`src/rtl/pipe_stage_reg.sv`:
```
// Handshaked pipeline stage register with a 2-entry skid buffer, flush/start gating
// and saturating stall/bubble counters. state_o exposes the FSM for debug.
module pipe_stage_reg #(
   parameter int unsigned CTRL_W              = 8,
   parameter int unsigned DATA_W              = 128,
   parameter int unsigned CLEAR_DATA_ON_FLUSH = 1,
   parameter int unsigned CNT_W               = 16
) (
   input  logic              clk_i,
   input  logic              rst_i,
   input  logic              start_i,
   input  logic              flush_i,
   input  logic              in_valid_i,
   output logic              in_ready_o,
   input  logic [CTRL_W-1:0] in_ctrl_i,
   input  logic [DATA_W-1:0] in_data_i,
   output logic              out_valid_o,
   input  logic              out_ready_i,
   output logic [CTRL_W-1:0] out_ctrl_o,
   output logic [DATA_W-1:0] out_data_o,
   output logic [CNT_W-1:0]  stall_cnt_o,
   output logic [CNT_W-1:0]  bubble_cnt_o,
   output logic [1:0]        state_o
);

   // Handshake: a beat moves on a port exactly when valid & ready are both 1 at a
   // rising edge; valid never waits on ready, and in_ready_o never looks at out_ready_i.
   typedef enum logic [1:0] {
      EMPTY = 2'b00,
      FULL  = 2'b10,
      SKID  = 2'b11
   } state_t;

   state_t            state;
   logic [CTRL_W-1:0] main_ctrl, skid_ctrl;
   logic [DATA_W-1:0] main_data, skid_data;
   logic              skid_valid;
   logic              in_fire, out_fire, kill;
   logic              stall_cond, bubble_cond;

   assign skid_valid  = state[0];
   assign out_valid_o = state[1];
   assign out_ctrl_o  = main_ctrl;
   assign out_data_o  = main_data;
   assign state_o     = state;

   assign in_ready_o  = start_i & ~skid_valid;
   assign in_fire     = in_valid_i & in_ready_o;
   assign out_fire    = out_valid_o & out_ready_i;
   assign kill        = flush_i | ~start_i;
   assign stall_cond  = out_valid_o & ~out_ready_i;
   assign bubble_cond = start_i & ~out_valid_o;

   always_ff @(posedge clk_i or negedge rst_i) begin
      if (!rst_i) begin
         state     <= EMPTY;
         main_ctrl <= '0;
         skid_ctrl <= '0;
         main_data <= '0;
         skid_data <= '0;
      end else if (kill) begin
         // Kill wins over any transfer; an offered beat is dropped on the floor.
         state     <= EMPTY;
         main_ctrl <= '0;
         skid_ctrl <= '0;
         if (CLEAR_DATA_ON_FLUSH != 0) begin
            main_data <= '0;
            skid_data <= '0;
         end
      end else begin
         case (state)
            EMPTY: begin
               if (in_fire) begin
                  state     <= FULL;
                  main_ctrl <= in_ctrl_i;
                  main_data <= in_data_i;
               end
            end
            FULL: begin
               if (in_fire && out_fire) begin
                  main_ctrl <= in_ctrl_i;
                  main_data <= in_data_i;
               end else if (in_fire) begin
                  state     <= SKID;
                  skid_ctrl <= in_ctrl_i;
                  skid_data <= in_data_i;
               end else if (out_fire) begin
                  state <= EMPTY;
               end
            end
            SKID: begin
               if (out_fire) begin
                  state     <= FULL;
                  main_ctrl <= skid_ctrl;
                  main_data <= skid_data;
               end
            end
            default: state <= EMPTY;
         endcase
      end
   end

   always_ff @(posedge clk_i or negedge rst_i) begin
      if (!rst_i) begin
         stall_cnt_o  <= '0;
         bubble_cnt_o <= '0;
      end else begin
         if (stall_cond && (stall_cnt_o != '1))
            stall_cnt_o <= stall_cnt_o + CNT_W'(1);
         if (bubble_cond && (bubble_cnt_o != '1))
            bubble_cnt_o <= bubble_cnt_o + CNT_W'(1);
      end
   end

`ifndef SYNTHESIS
   // A skid entry without a main entry would reorder beats.
   a_no_orphan_skid : assert property (@(posedge clk_i) disable iff (!rst_i) state_o != 2'b01);
`endif

endmodule

```
`config.mk`:
```
export PLATFORM = sky130hd
export DESIGN_NAME = pipe_stage_reg
export DESIGN_NICKNAME = d
export VERILOG_FILES = /design/src/rtl/pipe_stage_reg.sv
export SDC_FILE = /design/constraint.sdc
export NUM_CORES = 1
export LEC_CHECK = 0
export CORE_MARGIN = 1.5
export CORE_UTILIZATION = 41
export DETAILED_ROUTE_END_ITERATION = 10
export PLACE_DENSITY = 0.77
export SLEW_MARGIN = 10
export SYNTH_ARGS = -nofsm -noshare
export SYNTH_HDL_FRONTEND = slang
export SYNTH_SLANG_ARGS = --single-unit
export TNS_END_PERCENT = 20
```
`constraint.sdc`:
```
create_clock -name clk_i -period 4.05 [get_ports clk_i]
set_input_delay 0.405 -clock clk_i [delete_from_list [all_inputs] [get_ports clk_i]]
set_output_delay 0.405 -clock clk_i [all_outputs]
set_load 0.05 [all_outputs]
```
# Word level (Yosys, flattened, before mapping)
# Index checks and enable logic that the tools add are counted.
[word_totals] out_inout_bits=172 reg_bits=306 input_bits=142 elab_cells=62
[classes] n_addsub=2 n_eq_ne=10 bitwise_logic=10 n_reduce_logical=10 n_mux=23
[op_table] op="two-way mux 128 bit" n=7
[op_table] op="case mux 128 bit (3 select lines)" n=1
[op_table] op="two-way mux 8 bit" n=7
[op_table] op="adder 16 x 1 -> 16 bit, second input constant" n=2
[op_table] op="!= test 16 bit, second input constant" n=2
[op_table] op="case mux 8 bit (3 select lines)" n=1
[op_table] op="two-way mux 2 bit" n=6
[op_table] op="!= test 3 bit, second input constant" n=4
[op_table] op="AND reduction 4 bit" n=2
[op_table] op="case mux 2 bit (3 select lines)" n=1
[op_table] op="AND 1 bit" n=5
[op_table] op="equality test 2 bit, second input constant" n=2
[op_table] op="!= test 4 bit, second input constant" n=1
[op_table] op="NOT 1 bit" n=4
[op_table] op="nonzero test 2 bit" n=2
[op_table] op="nonzero test 4 bit" n=1
[op_table] op="logical AND 1 bit" n=3
[op_table] op="AND reduction 3 bit" n=1
[op_table] op="zero test 2 bit" n=1
[op_table] op="!= test 2 bit, second input constant" n=1
[op_table] op="OR 1 bit" n=1

# Depth between registers and ports, before layout
# Gate-level depths: netlist of the first run.
[depth] word_depth=7 ltp_mapped=10 ltp_nobuf=6

# Worst setup path before layout of the first run
# OpenSTA, ideal clock, no wires.
[synth_path] path_type="reg2reg" from="register state[1] (netlist: state_o[1])" to="register main_data[39] (netlist: out_data_o[39])" synth_period_minus_slack_ps=2530 path_stages_with_launch=11 setup_time_ps=88 arrival_ps=2442 setup_slack_ps=1520 path_buffers=4 required_ps=3962 path_cell_list="dfrtp_1 buf_2 inv_1 ha_1 or2_2 a21oi_1 buf_2 buf_2 buf_2 nor4_1 a211oi_2"
[synth_between] elab_chain_len=4 elab_cells_between_ends=12 classes_between="5 x eq/ne; 2 x mux; 1 x bitwise; 4 x reduce/logical"
[synth_rtl] element="start: declaration" line="34" source="state_t state;"
[synth_rtl] element="start signal: assignment" line="56" source="state <= EMPTY;"
[synth_rtl] element="start signal: assignment" line="63" source="state <= EMPTY;"
[synth_rtl] element="start signal: assignment" line="74" source="state <= FULL;"
[synth_rtl] element="AND 1 bit" line="49" source="assign out_fire = out_valid_o & out_ready_i;"
[synth_rtl] element="logical AND 1 bit" line="80" source="if (in_fire && out_fire) begin"
[synth_rtl] element="!= test 3 bit (no source line)"
[synth_rtl] element="AND reduction 4 bit (no source line)"
[synth_rtl] element="end signal: assignment" line="76" source="main_data <= in_data_i;"
[synth_rtl] element="end signal: assignment" line="82" source="main_data <= in_data_i;"
[synth_rtl] element="end signal: assignment" line="95" source="main_data <= skid_data;"
[synth_rtl] element="end: declaration" line="36" source="logic [DATA_W-1:0] main_data, skid_data;"
# Several ways; a longest one is shown, not always the timed one.
# A chain may end at the register's enable or synchronous reset.

# Worst setup path in the final report of the first run
[layout_path] from="register state[1] (netlist: state_o[1])" to="register main_data[7] (netlist: out_data_o[7])"
# The elaborated chain is that of the path after synthesis.

==> impl_metrics.toml, run 1 <==
[run_status]
outcome = "complete, no violations"

[critical_path]
rr_worst_depth = 7
startpoint_type = "flop"
worstSetupPathType = "flop to flop"
worstPathRequired_ps = 4380
path_max_fanout = 59
endpoint_kind = "flop"
cp_data_arrival_time_ps = 3230

[grt]
grt_usage = 0.225
antenna_found_initial = 1
grt_max_degree = 137
grt_pass1_wl_mm = 66.1
grt_overflow = 0
grt_pass1_vias = 12300

[placement]
place_ws_ps = 1070
dp_hpwl_mm = 24.2
gp_congestion = 0.843
dp.cells = 2055
portBuffers = 313
post_dp_cell_area_um2 = 17800

[power_and_ir_drop]
power_density_nw_per_um2 = 402
finalPower_mw = 7.63
p_leak_nw = 7.20
ir_drop_uv = 282

[hold_path]
hold_depth = 3
worstHoldPathType = "input port to flop"

[die]
die_y_um = 191
die-width_um = 191
fp.dieArea_um2 = 36400
std_cell_rows = 68
ioPinCount = 314
core_um2 = 34600
start_util = 0.417

[clock_tree]
cts_tree = "yes"
clock_sinks = 306
cts_resized = 0
path_clk_slew_ps = 60
ctsHtreeMaxLevel = 2
clockBufferDepth = 3
cts_root_buf = "clkbuf_16"
cts_buffers = 35
clkLatencyLatePin_ps = 500
post_cts_buffers = 0

[synth]
synth_top_area_frac = 0.530
ys_types = 42
async_reset_ff_frac = 1.00
synthCells = 1408
synth_area_um2 = 14400
avgSynthCellArea_um2 = 10.3
yosysSeqAreaShare = 0.530
synth_top_area_cell = "dfrtp_1"
ys_top_cells_by_count = "dfrtp_1 (306), nand2_1 (291), a21oi_1 (141)"
yosysMostFrequentCell = "dfrtp_1"
synth-edff-count = 0
synth_warnings = 0
ys_ff_latch = 306
synth.area.top_cells = "dfrtp_1 (53%), mux2i_1 (9.6%), nand2_1 (7.6%)"
synthesis.nets = 1556
dominantRegCellSynth = "dfrtp_1"

[layout]
fillers = 2938
final_nets = 1786
drive_gt1_frac = 0.0759
area_growth_pct = 31.5
design_area_um2 = 19000
fin_cells = 2117
post-route-util = 0.548

[drt]
highest_layer = "met4"
drc_errors = 0
routed_via_density = 5.66
avgRoutedWirePerCell_um = 19.6
drt_iter0_markers = 757
m1WireLength_mm = 17.9
wl_met3_mm = 2.77
antenna_left = 0
wl_met2_mm = 19.8
first_pass_iters = 5
drt_wl_total_mm = 41.4
route.vias.total = 12000

[timing]
drv_slew = 0
finalSetupViolations = 0
tightest_slew_ps = 1020
clock_skew_ps = 8.43
clock.fmax_mhz = 345
setup_ws_ps = 1150
rsz0062_at_grt = "false"
finalCriticalPeriod_ps = 2900
slew_headroom = 0.323
setup-tns-final_ps = 0
period_share = 0.715
hold_slack_ps = 476
final_hold_viol_count = 0

[flow_run]
drv_cap = 0
==> final timing paths <==
kind / startpoint / end / slack [ps]
min: in_data_i[35] / skid_data[35] / 480
min reg2reg: bubble_cnt_o[7] / bubble_cnt_o[7] / 510
min in group asynchronous: rst_i / bubble_cnt_o[8] / 550
max reg2reg: state_o[1] / out_data_o[7] / 1150
max in group asynchronous: rst_i / out_data_o[101] / 2460
max: state_o[1] / out_data_o[7] / 1150
==> worst max-delay path: stages, from the launching register on <==
cell and delay (ps):
dfrtp_1 710, inv_1 180, ha_1 270, or2_2 310, a21oi_4 200, or3_4 500
buf_12 360, a211oi_1 130
==> area by class of cell <==
type	count	area (um2)	share of cell area
well taps	455	569	0.0300
clock inverters	8	90.1	0.00474
inverters	4	15.0	0.000791
flip-flops and latches	306	7660	0.403
diodes	1	2.50	0.000132
multi-input cells	959	6180	0.326
repair buffers	332	3430	0.181
clock buffers	52	1040	0.0549
==> per-layer routing <==
layer | GRT usage | vias up
met4 | 0.0657 | 0
met2 | 0.372 | 427
met3 | 0.0425 | 68
li1 | - | 5548
met1 | 0.301 | 5949
met5 | 0 | -
==> flip-flops by register name, summed over array words and instances (netlist names) <==
name and cells:
stall_cnt_o 16, out_data_o 128, skid_ctrl 8, bubble_cnt_o 16
out_ctrl_o 8, skid_data 128, state_o 2
==> report_power, final <==
part           switching (mW)  leakage (nW)  internal (mW)  total, mW
clock network            1.22         0.561           1.90       3.12
registers               0.110          4.22           3.16       3.27
logic                   0.778          2.42          0.464       1.24
==> cell families (layout without fill, tap and decap cells) <==
logic type                 after synthesis  after routing  synth area share
AOI/OAI and AO/OA                      286            286             0.138
xor gates and xnor gates                24             24            0.0146
adders and majority gates                6              6           0.00520
buffers and inverters                  143            396            0.0463
DFF                                    306            306             0.530
muxes                                  143            143            0.0995
other                                    0              1                 0
and+or+nand+nor                        500            500             0.166
==> placed cells by master, fill, tap and decap left out, types with 2 or more instances in the layout <==
master,netlist,routed
mux2i_1,139,139
nor2_1,11,10
a21oi_4,0,2
clkinv_2,0,6
clkbuf_16,0,37
nand4_1,12,12
clkbuf_1,74,9
nand2_1,291,291
dfrtp_1,306,306
ha_1,6,5
mux2_2,4,4
buf_12,0,12
xor2_1,13,13
clkdlybuf4s50_1,0,312
xnor2_1,11,11
nand4b_1,2,2
and4_1,6,6
nor3_1,10,10
o21ai_0,4,4
nand2b_4,0,2
and3_1,3,3
bufinv_16,0,2
nand3_1,9,9
and2_1,2,2
inv_1,4,4
a21oi_1,141,140
buf_4,8,6
nor2b_1,2,2
nor4_1,137,137
clkbuf_8,0,6
a211oi_1,96,96
a211oi_2,40,40
nand2b_1,5,3
==> what timing repair did <==
action,in CTS,in global routing
hold buffers,1,0
endpoints found under the hold margin,42,0
setup endpoints to repair,0,0
(Power assumes the default switching activity.)
==> run 2: changes to the inputs <==
--- a/config.mk
+++ b/config.mk
@@ -8,7 +8,7 @@
 export CORE_MARGIN = 1.5
 export CORE_UTILIZATION = 41
 export DETAILED_ROUTE_END_ITERATION = 10
-export PLACE_DENSITY = 0.77
+export PLACE_DENSITY = 0.79
 export SLEW_MARGIN = 10
 export SYNTH_ARGS = -nofsm -noshare
 export SYNTH_HDL_FRONTEND = slang
==> constraint.sdc (replaced) <==
create_clock -name clk_i -period 2.4 [get_ports clk_i]
set_input_delay 0.24 -clock clk_i [delete_from_list [all_inputs] [get_ports clk_i]]
set_output_delay 0.24 -clock clk_i [all_outputs]
set_load 0.05 [all_outputs]
==> run 2 against run 1 <==
Net effect:
- final area increased by 2.9%
- clock power increased by 73%
- combinational power increased by 77%
- highest routed layer is now met5
- sequential share of layout area decreased by 1.1 points
- fmax increased by 30%
- cell count increased by 1.9%
==> impl_metrics.toml, run 2 (same netlist as run 1, synthesis figures left out) <==
[run_status]
outcome = "complete, no violations"

[clock_tree]
post_cts_buffers = 0
cts_resized = 0
clock_sinks = 306
path_clk_slew_ps = 60
cts_root_buf = "clkbuf_16"
cts_hold_buffers = 1
ctsHtreeMaxLevel = 2
clkLatencyLatePin_ps = 510
clockBufferDepth = 3
cts_buffers = 35
cts_tree = "yes"

[drt]
drc_errors = 0
antenna_left = 0
drt_iter0_markers = 671
first_pass_iters = 5
drt_wl_total_mm = 42.0
routed_via_density = 5.68
avgRoutedWirePerCell_um = 19.5
route.vias.total = 12300

[grt]
grt_usage = 0.228
grt_overflow = 0
grtUsageMet1 = 0.296
grt_pass1_wl_mm = 66.7
grt_max_degree = 86
grt_pass1_vias = 12300
use_met2 = 0.370
top_usage_layer = "met2"
antenna_found_initial = 4
grtUsageMet3 = 0.0539

[power_and_ir_drop]
ir_drop_uv = 429
power_density_nw_per_um2 = 671
p_leak_nw = 7.47
finalPower_mw = 13.1

[layout]
area_growth_pct = 35.3
final_nets = 1823
fillers = 2885
final_cell_mix = "clkdlybuf4s50_1 (311), dfrtp_1 (305), nand2_1 (291)"
drive_gt1_frac = 0.101
final_common_cell = "clkdlybuf4s50_1"

[critical_path]
rr_worst_depth = 7
worstPathRequired_ps = 2820
cp_data_arrival_time_ps = 2650
path_max_fanout = 78
endpoint_kind = "flop"
worstSetupPathType = "flop to flop"
r2r_start = "state_o[1]"
r2r_slack_ps = 170
startpoint_type = "flop"
reg2reg_to = "out_data_o[48]"

[die]
die-width_um = 191
std_cell_rows = 68
ioPinCount = 314
fp.dieArea_um2 = 36400
die_y_um = 191
core_um2 = 34600
start_util = 0.417

[timing]
period_share = 0.929
finalCriticalPeriod_ps = 2230
drv_slew = 0
tightest_slew_ps = 637
finalSetupViolations = 0
setup-tns-final_ps = 0
final_hold_viol_count = 0
clock_skew_ps = 6.45
rsz0062_at_grt = "false"
slew_headroom = 0.575
clock.fmax_mhz = 448

[placement]
dp_hpwl_mm = 26.7
gp_congestion = 0.799
portBuffers = 313

[hold_path]
worstHoldPathType = "input port to asynchronous set/reset pin"

[flow_run]
drv_cap = 0
-- run 2: changes by cell type in the layout (fill, tap and decap cells not counted), moves of 2 or more --
cell	previous run	this run
buf_4	6	27
buf_12	12	29
clkbuf_1	9	6
clkbuf_8	6	9
clkinvlp_4	0	3
clkinv_2	6	4
-- run 2: cell type report --
| type | instances | area [um2] | share of cell area |
|---|---|---|---|
| clock buffers | 51 | 1050 | 0.0536 |
| multi-input cells | 959 | 6180 | 0.317 |
| diodes | 2 | 5.00 | 0.000256 |
| well taps | 455 | 569 | 0.0291 |
| clock inverters | 12 | 136 | 0.00698 |
| flip-flops and latches | 306 | 7660 | 0.392 |
| inverters | 4 | 15.0 | 0.000769 |
| repair buffers | 369 | 3920 | 0.201 |
-- run 2: power by group --
part | total [mW] | internal, mW | leakage [nW] | switching (mW)
Sequential | 5.51 | 5.33 | 4.22 | 0.178
Combinational | 2.19 | 0.854 | 2.67 | 1.34
Clock | 5.41 | 3.26 | 0.575 | 2.15
-- run 2: worst max path at each step --
stage / slack [ps] / cells after the start / start / end
2_1_floorplan: 3 / 9 / state_o[0] / out_data_o[39]
3_3_place_gp: 210 / 6 / out_ready_i / out_ctrl_o[4]
3_5_place_dp: 110 / 6 / out_ready_i / out_data_o[0]
4_1_cts: 160 / 7 / state_o[1] / out_data_o[10]
5_1_grt: 30 / 7 / state_o[1] / out_data_o[17]
6_report: 170 / 7 / state_o[1] / out_data_o[48]
-- run 2: routing by layer --
layer | vias up | wire (um)
li1 | 5644 | -
met4 | 4 | 1520
met3 | 97 | 3110
met1 | 6056 | 17200
met5 | - | 27
met2 | 461 | 20100
-- run 2: stage by stage --
stage / setup WS (ps) / utilization / cells / hold WS [ps] / instance area, um2
final: 170 / 0.564 / 2158 / 221 / 19500
after global routing: 34.1 / 0.564 / 2158 / 254 / 19500
after CTS: 161 / 0.564 / 2156 / 218 / 19500
after detailed placement: 110 / 0.530 / 2092 / 156 / 18300
after global placement: 208 / 0.530 / 2092 / 154 / 18300
after floorplan: 3.32 / - / 1408 / -55.6 / 14400
-- run 2: critical path, stage by stage, from the launching register on --
cell,delay [ps]
dfrtp_2,460
inv_1,120
ha_1,250
or2_2,310
a21oi_4,240
buf_12,370
nor4_1,130
a211oi_2,240
==> run 3: changes to the inputs <==
--- a/config.mk
+++ b/config.mk
@@ -5,6 +5,7 @@
 export SDC_FILE = /design/constraint.sdc
 export NUM_CORES = 1
 export LEC_CHECK = 0
+export CAP_MARGIN = 25
 export CORE_MARGIN = 1.5
 export CORE_UTILIZATION = 41
 export DETAILED_ROUTE_END_ITERATION = 10
==> results of run 3 <==
No change in the layout: final DEF, timing and power equal those of run 2.
